$ cat src/rtl/heartbeat_monitor.sv
`default_nettype none
// ============================================================================
// Module      : heartbeat_monitor
// Description : Issues a periodic start pulse to a request responder, waits a
//               bounded time for the rising edge of done, and tracks beats,
//               consecutive misses, liveness and a sticky alarm.
// Revision    : 1.0 - initial release
// ============================================================================
module heartbeat_monitor #(
    parameter int PERIOD     = 1000,
    parameter int TIMEOUT    = 64,
    parameter int MISS_LIMIT = 3
) (
    input  logic        clk,
    input  logic        rst,
    input  logic        enable,
    input  logic        clear_alarm,
    output logic        hb_start,
    input  logic        hb_done,
    input  logic [31:0] hb_result,
    output logic        alive,
    output logic        alarm,
    output logic [7:0]  miss_count,
    output logic [15:0] beat_count,
    output logic [31:0] last_result
);

    localparam logic [1:0] c_ST_IDLE        = 2'd0;
    localparam logic [1:0] c_ST_WAIT_PERIOD = 2'd1;
    localparam logic [1:0] c_ST_ISSUE       = 2'd2;
    localparam logic [1:0] c_ST_WAIT_DONE   = 2'd3;

    // Period counter holds PERIOD-1 down to 0; timeout counter counts 0..TIMEOUT-1.
    localparam int c_PW = (PERIOD > 1) ? $clog2(PERIOD) : 1;
    localparam int c_TW = $clog2(TIMEOUT);

    localparam logic [c_PW-1:0] c_PER_LOAD   = c_PW'(PERIOD - 1);
    localparam logic [c_TW-1:0] c_TMO_LAST   = c_TW'(TIMEOUT - 1);
    localparam logic [7:0]      c_MISS_LIMIT = 8'(MISS_LIMIT);

    logic [1:0]      r_state;
    logic [1:0]      w_state_next;
    logic            r_done_q;
    logic [c_PW-1:0] r_per_cnt;
    logic [c_TW-1:0] r_tmo_cnt;

    logic            r_hb_start;
    logic            r_alive;
    logic            r_alarm;
    logic [7:0]      r_miss_count;
    logic [15:0]     r_beat_count;
    logic [31:0]     r_last_result;

    logic            w_done_rise;
    logic            w_per_done;
    logic            w_tmo_last;
    logic            w_success;
    logic            w_timeout;
    logic            w_per_load;
    logic            w_start_next;
    logic [7:0]      w_miss_inc;
    logic            w_alarm_hit;

    // Only a fresh rising edge of done is accepted; a level left over from the
    // previous request never counts.
    assign w_done_rise = hb_done & ~r_done_q;
    assign w_per_done  = (r_per_cnt == '0);
    assign w_tmo_last  = (r_tmo_cnt == c_TMO_LAST);
    assign w_miss_inc  = (r_miss_count == 8'hFF) ? 8'hFF : (r_miss_count + 8'd1);
    assign w_alarm_hit = (w_miss_inc >= c_MISS_LIMIT);

    always_ff @(posedge clk) begin
        if (rst) begin
            r_state <= c_ST_IDLE;
        end else begin
            r_state <= w_state_next;
        end
    end

    always_comb begin
        w_state_next = r_state;
        case (r_state)
            c_ST_IDLE: begin
                if (enable) begin
                    w_state_next = c_ST_WAIT_PERIOD;
                end
            end
            c_ST_WAIT_PERIOD: begin
                if (!enable) begin
                    w_state_next = c_ST_IDLE;
                end else if (w_per_done) begin
                    w_state_next = c_ST_ISSUE;
                end
            end
            c_ST_ISSUE: begin
                if (!enable) begin
                    w_state_next = c_ST_IDLE;
                end else begin
                    w_state_next = c_ST_WAIT_DONE;
                end
            end
            c_ST_WAIT_DONE: begin
                if (!enable) begin
                    w_state_next = c_ST_IDLE;
                end else if (w_done_rise || w_tmo_last) begin
                    w_state_next = c_ST_WAIT_PERIOD;
                end
            end
            default: begin
                w_state_next = c_ST_IDLE;
            end
        endcase
    end

    // Decoded actions; disabling abandons the request so neither outcome fires.
    always_comb begin
        w_success    = 1'b0;
        w_timeout    = 1'b0;
        w_per_load   = 1'b0;
        w_start_next = (w_state_next == c_ST_ISSUE);
        if (enable) begin
            if (r_state == c_ST_WAIT_DONE) begin
                w_success = w_done_rise;
                w_timeout = ~w_done_rise & w_tmo_last;
            end
            w_per_load = (r_state == c_ST_IDLE) | w_success | w_timeout;
        end
    end

    always_ff @(posedge clk) begin
        if (rst) begin
            r_done_q      <= 1'b0;
            r_per_cnt     <= '0;
            r_tmo_cnt     <= '0;
            r_hb_start    <= 1'b0;
            r_alive       <= 1'b0;
            r_alarm       <= 1'b0;
            r_miss_count  <= 8'd0;
            r_beat_count  <= 16'd0;
            r_last_result <= 32'd0;
        end else begin
            r_done_q   <= hb_done;
            r_hb_start <= w_start_next;

            if (w_per_load) begin
                r_per_cnt <= c_PER_LOAD;
            end else if ((r_state == c_ST_WAIT_PERIOD) && !w_per_done) begin
                r_per_cnt <= r_per_cnt - c_PW'(1);
            end

            if (r_state == c_ST_ISSUE) begin
                r_tmo_cnt <= '0;
            end else if (r_state == c_ST_WAIT_DONE) begin
                r_tmo_cnt <= r_tmo_cnt + c_TW'(1);
            end

            if (clear_alarm) begin
                r_alarm      <= 1'b0;
                r_miss_count <= 8'd0;
            end

            if (w_success) begin
                r_last_result <= hb_result;
                r_beat_count  <= r_beat_count + 16'd1;
                r_miss_count  <= 8'd0;
                r_alive       <= 1'b1;
            end

            // A timeout that reaches the limit overrides a simultaneous clear.
            if (w_timeout) begin
                r_alive <= 1'b0;
                if (w_alarm_hit) begin
                    r_miss_count <= w_miss_inc;
                    r_alarm      <= 1'b1;
                end else if (!clear_alarm) begin
                    r_miss_count <= w_miss_inc;
                end
            end
        end
    end

    assign hb_start    = r_hb_start;
    assign alive       = r_alive;
    assign alarm       = r_alarm;
    assign miss_count  = r_miss_count;
    assign beat_count  = r_beat_count;
    assign last_result = r_last_result;

endmodule
`default_nettype wire

$ cat config.mk
export PLATFORM = sky130hd
export DESIGN_NAME = heartbeat_monitor
export DESIGN_NICKNAME = d
export VERILOG_FILES = /design/src/rtl/heartbeat_monitor.sv
export SDC_FILE = /design/constraint.sdc
export NUM_CORES = 1
export LEC_CHECK = 0
export BUFFER_PORTS_ARGS = -buffer_cell sky130_fd_sc_hd__buf_4
export CORE_UTILIZATION = 40
export DETAILED_ROUTE_END_ITERATION = 16
export PLACE_DENSITY = 0.67
export RECOVER_POWER = 50
export SYNTH_ARGS = -nofsm -noshare
export SYNTH_HDL_FRONTEND = slang
export SYNTH_SLANG_ARGS = --single-unit
export TNS_END_PERCENT = 5
$ cat constraint.sdc
create_clock -name clk -period 2.2 [get_ports clk]
set_clock_uncertainty 0.15 [all_clocks]
set_input_delay 0.44 -clock clk [delete_from_list [all_inputs] [get_ports clk]]
set_output_delay 0.44 -clock clk [all_outputs]
set_load 0.02 [all_outputs]
==> metrics.txt, run 1 <==
final hold viol count=0; DR vias/cell=between 5 and 6; IO Pins=96; Seq/Total Area, Yosys=0.4729; Req. time, crit path=2.27 ns; Clock Latency Late Sink=between 0.3 and 0.4 ns; Lkg Pwr=1.514 nW; Tightest Pin Transition=around 1.3 ns; Syn Inst Count=398; final net count=between 500 and 600; Yosys warning count=0; synthesized area=~3300 um^2; met2 Use GR=0.3045; CTS clk-pin slew, worst paths=approximately 0.08 ns; power per cell area=approximately 650 nW/um^2; full die area=8622 um^2; Detailed Route Iter0 Violations=around 120; crit path buf inv count=0; Setup violations, final=0; DR DRC count=0; FF-to-FF End=miss_count[1]; row count=32; CTS Hold Buffers Added=0; Slowest cell on crit path=dfxtp_1; RePlAce Congestion=just under 0.8; number of cells on the worst reg-to-reg path=6; unrepaired setup endpoints after global routing=false; M1 GR Usage=0.2270; final worst path period need=1.957 ns; Post-CTS Setup Inserts=0; initial core utilization=0.4208; Core Area=slightly below 8000 um^2; commonest non-fill, non-tap cell in the layout=nand2_1; ratio of cells with drive above 1 in the final layout=0.1212; Chip Width=92.86 um; max-cap viol count=0; pin count of the biggest net entering global routing=between 60 and 70; CTS tree=done; Synth Register Bits=78; initial antenna violation count=0; Slew HR=0.1559; worst reg2reg startpoint=miss_count[0]; post-DP HPWL=5341 um; die height=92.86 um; Final WS setup=0.2425 ns; vias in the first global route=2728; setup tns final=0 ns; Startpoint Class=flip-flop; DRT Pass-1 Iters=6; crit-path max cell delay=0.45 ns; Syn Area/Cell=8.296 um^2; Area after DPL=4131 um^2; Worst Path Arrival=2.03 ns; final hold slack=0.1695 ns; Slew Viols, Final=0; post-route cell area=4093 um^2; global router's overall resource usage=0.1831; CP Cell Sequence=ha_1 > and2_1 > a21oi_1 > o32a_1 > nor4b_2 > o21ai_0; clk buf depth=2; crit path from=miss_count[0]; Area Overhead vs Synth=23.95%; CP Capture Point=miss_count[1]; CTS H-Tree Depth=3; post-layout util=0.5215; Num CTS Buffers=9; run status=finished clean; clock sink count=~80; Via Count=approximately 3000; DR WL/cell=12.93 um; most frequent cells in the layout=nand2_1 (89), dfxtp_1 (78), clkbuf_1 (62); pre-CTS setup slack=0.2428 ns; crit end category=flip-flop; fmax=roughly 0.5 GHz; # diodes=0; WS Path Type=flip-flop to flip-flop; Largest delay share family, worst path=compound AO/OA/AOI/OAI gates; grt peak-use layer=met2; Crit path depth=6; r2r setup slk=between 0.2 and 0.25 ns; Hold/Removal Path Class=input pin to flip-flop; Syn Nets=between 400 and 500; post-CTS sizing=0; CTS root buf=clkbuf_8; Port Buffer Count=95; Fillers=803; IR drop worst, VDD=0.0004426 V; antenna-violating nets left=0; final WL=between 7000 and 8000 um; final worst path period share=0.8898; GR Layer Usage met3=0.06568; Max FO, Critical Path=7; first-pass GRT wire length=12580 um; library cells used by synthesis=37; GRT overflow=0
==> how the worst min path moves through the flow <==
stage | from | endpoint | depth (start not counted)
after global routing | hb_done | r_done_q | 2
final | hb_done | r_done_q | 2
after CTS | hb_done | r_done_q | 2
after floorplan | r_tmo_cnt[5] | r_tmo_cnt[5] | 2
after global placement | alarm | alarm | 2
after detailed placement | last_result[18] | last_result[18] | 2
==> per-layer routing <==
metal | vias to the layer above | wire length (um) | share of wire
li1 | 1542 | - | -
met1 | 1426 | 3543 | 0.46
met2 | 73 | 3721 | 0.48
met3 | 4 | 419 | 0.054
met4 | 0 | 34 | 0.0044
met5 | - | 0 | 0
==> flip-flops by register name, indices dropped and copies added, names as in the netlist <==
signal / flops
last_result: 32
beat_count: 16
r_per_cnt: 10
miss_count: 8
r_tmo_cnt: 6
r_state: 2
alarm: 1
alive: 1
hb_start: 1
r_done_q: 1
==> area by class of cell <==
| class | count | area [um^2] | share of cell area |
|---|---|---|---|
| flip-flops and latches | 78 | 1562 | 0.3815 |
| well taps | 102 | 127.6 | 0.03118 |
| repair buffers | 101 | 555.5 | 0.1357 |
| inverters | 9 | 33.78 | 0.008254 |
| clock buffers | 13 | 158.9 | 0.03883 |
| clock inverters | 1 | 30.03 | 0.007337 |
| multi-input cells | 293 | 1625 | 0.3971 |
==> metrics by stage <==
step	power (W)	instances
after floorplan	0.001583	398
after global placement	0.001653	583
after detailed placement	0.001657	583
after CTS	0.002707	597
after global routing	0.002788	597
final	0.002674	597
==> kinds of logic (layout without fill, tap and decap cells) <==
kind of cell	after synthesis	after routing	synth area share
AND/OR/NAND/NOR	179	179	0.2645
buffers and inverters	27	124	0.03486
adder cells (fa/ha/maj)	5	5	0.01895
flip-flops	78	78	0.4729
XOR/XNOR	25	25	0.06631
AO/OA/AOI/OAI	84	84	0.1425
==> cells in the mapped netlist <==
master	instances	area (um^2)
nand2_1	89	334.1
dfxtp_1	78	1562
a21oi_1	51	255.2
nor2_1	27	101.4
xnor2_1	14	122.6
o21ai_0	13	65.06
xor2_1	11	96.34
nand3_1	10	50.05
clkbuf_1	9	33.78
inv_1	9	33.78
nor3_1	9	45.04
buf_2	8	40.04
nand4_1	8	50.05
and3_1	6	37.54
a21o_1	5	37.54
ha_1	5	62.56
nor2b_1	5	31.28
a22o_1	4	35.03
a31oi_1	4	25.02
and2_1	4	25.02
and4_1	3	26.28
nand2b_1	3	18.77
nor4_1	3	18.77
or3_1	3	18.77
and3b_1	2	17.52
nor4_4	2	42.54
nor4b_2	2	30.03
o21ai_1	2	10.01
buf_4	1	7.510
nand2_2	1	6.260
nor3b_2	1	12.51
o21a_1	1	7.510
o21ai_2	1	8.760
o31ai_1	1	7.510
o32a_1	1	10.01
o41ai_1	1	8.760
or4_1	1	7.510
==> power by group <==
part           leakage [nW]  switching [W]  total, W  internal, W
registers             0.631      0.0000206   0.00145      0.00143
clock network        0.0956       0.000477   0.00105     0.000576
logic                 0.788      0.0000839  0.000171    0.0000875
total                  1.51       0.000581   0.00267      0.00209
Note: power is estimated with default switching activity, not from simulation.
==> run 2, diff against run 1 <==
Settings changed: ABC_AREA set to 1, CORE_ASPECT_RATIO set to 0.5.
==> run 2 against run 1 <==
Compared with the run above: maximum frequency about the same; flip-flop and latch count unchanged; routed wire length up 11%; synthesized cell count up 29%; via count up 15%; first-iteration DRC count up 73%; die area up 6.6%; core utilization up 1.7 points; sequential share of layout area down 3.1 points; critical endpoint is now r_per_cnt[2]; largest cell class unchanged; largest power group is now the clock network.
==> metrics.txt, run 2 <==
Yosys warning count=0 (unchanged); CTS H-Tree Depth=3 (unchanged); final net count=653 (was 534); final worst path period need=1.959 ns (was 1.957 ns); Port Buffer Count=95 (unchanged); most frequent cells in the layout=nor2_1 (118), nand2_1 (98), dfxtp_1 (78) (was nand2_1 (89), dfxtp_1 (78), clkbuf_1 (62)); Cell Count, Final, Fillers Out=727 (was 597); DR vias/cell=4.810 (was 5.101); library cells used by synthesis=30 (was 37); CTS Hold Buffers Added=0 (unchanged); initial core utilization=0.4255 (was 0.4208); post-DP HPWL=5985 um (was 5341 um); Detailed Route Iter0 Violations=206 (was 119); top post-synthesis cells by count=nor2_1 (118), nand2_1 (98), dfxtp_1 (78) (was nand2_1 (89), dfxtp_1 (78), a21oi_1 (51)); synth top area cells=dfxtp_1 (44%), nor2_1 (13%), nand2_1 (10%), o21ai_0 (7.4%), inv_1 (5.2%) (was dfxtp_1 (47%), nand2_1 (10%), a21oi_1 (7.7%), xnor2_1 (3.7%), nor2_1 (3.1%)); power per cell area=726.0 nW/um^2 (was 653.4 nW/um^2); DR WL/cell=11.84 um (was 12.93 um); Overall Power=0.003231 W (was 0.002674 W); DR DRC count=0 (unchanged); Setup violations, final=0 (unchanged); # diodes=0 (unchanged); final WL=8605 um (was 7719 um); Syn Nets=555 (was 440); post-CTS sizing=0 (unchanged); full die area=9188 um^2 (was 8622 um^2); Via Count=3497 (was 3045); max-cap viol count=0 (unchanged); async set-reset flop share out of synthesis=0 (unchanged); synthesized area=3515 um^2 (was 3302 um^2); CTS clk-pin slew, worst paths=0.06 ns (was 0.08 ns); Max FO, Critical Path=9 (was 7); crit end category=flip-flop (unchanged); Num CTS Buffers=9 (unchanged); DRT Pass-1 Iters=4 (was 6); top cell type's share of synthesized area=0.4443 (was 0.4729); Area Overhead vs Synth=26.63% (was 23.95%); unrepaired setup endpoints after global routing=false (unchanged); pin count of the biggest net entering global routing=41 (was 63); final hold viol count=0 (unchanged); CTS tree=done (unchanged); GRT overflow=0 (unchanged); row count=23 (was 32); fmax=0.5104 GHz (was 0.5109 GHz); run status=finished clean (unchanged); Hold/Removal Path Class=input pin to flip-flop (unchanged); Synth Register Bits=78 (unchanged); Startpoint Class=flip-flop (unchanged); Slew HR=0.4442 (was 0.1559); commonest non-fill, non-tap cell in the layout=nor2_1 (was nand2_1); WS Path Type=flip-flop to flip-flop (unchanged); vias in the first global route=3119 (was 2728); clk buf depth=2 (unchanged); initial antenna violation count=0 (unchanged); IO Pins=96 (unchanged); global router's overall resource usage=0.2015 (was 0.1831); antenna-violating nets left=0 (unchanged); CTS root buf=clkbuf_16 (was clkbuf_8); count leader, synth=nor2_1 (was nand2_1); ratio of cells with drive above 1 in the final layout=0.09919 (was 0.1212); clock sink count=78 (unchanged); Chip Width=134.6 um (was 92.86 um); final worst path period share=0.8906 (was 0.8898); Req. time, crit path=2.23 ns (was 2.27 ns); Seq/Total Area, Yosys=0.4443 (was 0.4729); Tightest Pin Transition=0.8337 ns (was 1.266 ns); IR drop worst, VDD=0.0004452 V (was 0.0004426 V); Clock Latency Late Sink=0.33 ns (was 0.34 ns); Post-CTS Setup Inserts=0 (unchanged); Core Area=8259 um^2 (was 7848 um^2); max FFs per register=32 (unchanged); number of cells on the worst reg-to-reg path=9 (was 6); first-pass GRT wire length=14500 um (was 12580 um); placed insts=712 (was 583); ys flop type=dfxtp_1 (unchanged); post-synth top area cell=dfxtp_1 (unchanged); Worst Path Arrival=1.99 ns (was 2.03 ns); setup tns final=0 ns (unchanged); Syn Area/Cell=6.851 um^2 (was 8.296 um^2); Slew Viols, Final=0 (unchanged); Min-Delay Path Depth=3 (was 2); die height=68.28 um (was 92.86 um); number of synthesized flops with an enable pin=0 (unchanged); Lkg Pwr=1.902 nW (was 1.514 nW); Syn Inst Count=513 (was 398); RePlAce Congestion=0.8383 (was 0.7748)
[run 2: changes by cell type after synthesis, moves of 9 or more]
cell,before,now
nand2_1,89,98
a21oi_1,51,27
nand3_1,10,25
inv_1,9,49
nor2_1,27,118
xnor2_1,14,5
o21ai_0,13,52
[run 2: through the flow]
step           cell area (um^2)  setup slack [ns]  utilization  hold slack (ns)
6_report                   4451            0.2407       0.5389           0.1726
5_1_grt                    4451           0.01592       0.5389           0.1635
4_1_cts                    4676            0.2514       0.5661           0.1601
3_5_place_dp               4364            0.2391       0.5284           0.3221
3_3_place_gp               4364            0.2843       0.5284           0.3168
2_1_floorplan              3515            0.4499            -           0.3083
[run 2: routing by layer]
metal / vias up / wire length [um] / track usage
li1: 1842 / - / -
met1: 1575 / 4252 / 0.2580
met2: 75 / 3815 / 0.3232
met3: 5 / 481 / 0.07259
met4: 0 / 56 / 0.05618
met5: - / 0 / 0
[run 2: logic make-up (layout without fill, tap and decap cells)]
| group | count (synthesis) | in the layout | share of synthesized area |
|---|---|---|---|
| compound gates | 87 | 87 | 0.1285 |
| buf+inv | 65 | 167 | 0.07049 |
| fa+ha+maj | 5 | 5 | 0.01780 |
| flops | 78 | 78 | 0.4443 |
| xor+xnor | 9 | 9 | 0.02243 |
| simple gates | 269 | 269 | 0.3165 |
[run 2: final cells by class]
| class | count | area (um^2) |
|---|---|---|
| clock buffer | 9 | 225.2 |
| multi-input combinational | 370 | 1705 |
| fill | 850 | 3809 |
| tap | 112 | 140.1 |
| timing repair buffer | 103 | 548.0 |
| sequential | 78 | 1562 |
| clock inverter | 6 | 86.33 |
| inverter | 49 | 183.9 |
[run 2: worst paths after layout]
path,start,slack (ns),endpoint
max reg2reg,r_state[1],0.24,r_per_cnt[2]
min reg2reg,beat_count[2],0.33,beat_count[2]
min,hb_result[9],0.17,last_result[9]
max,r_state[1],0.24,r_per_cnt[2]
[run 2: power by group]
part           internal [W]  total, W  switching, W  leakage [nW]
Clock              0.000987   0.00157      0.000586         0.152
Sequential          0.00143   0.00145     0.0000178         0.631
Combinational     0.0000963  0.000210      0.000114          1.12
[run 2: worst max-delay path, stage by stage (launching register included)]
cell and delay, ns:
dfxtp_1 0.44, nand2_2 0.18, a21oi_1 0.28, nand2_1 0.09
nand2_1 0.06, nand2_1 0.17, nand2_1 0.16, inv_1 0.09
a21oi_1 0.15, nor2_1 0.05
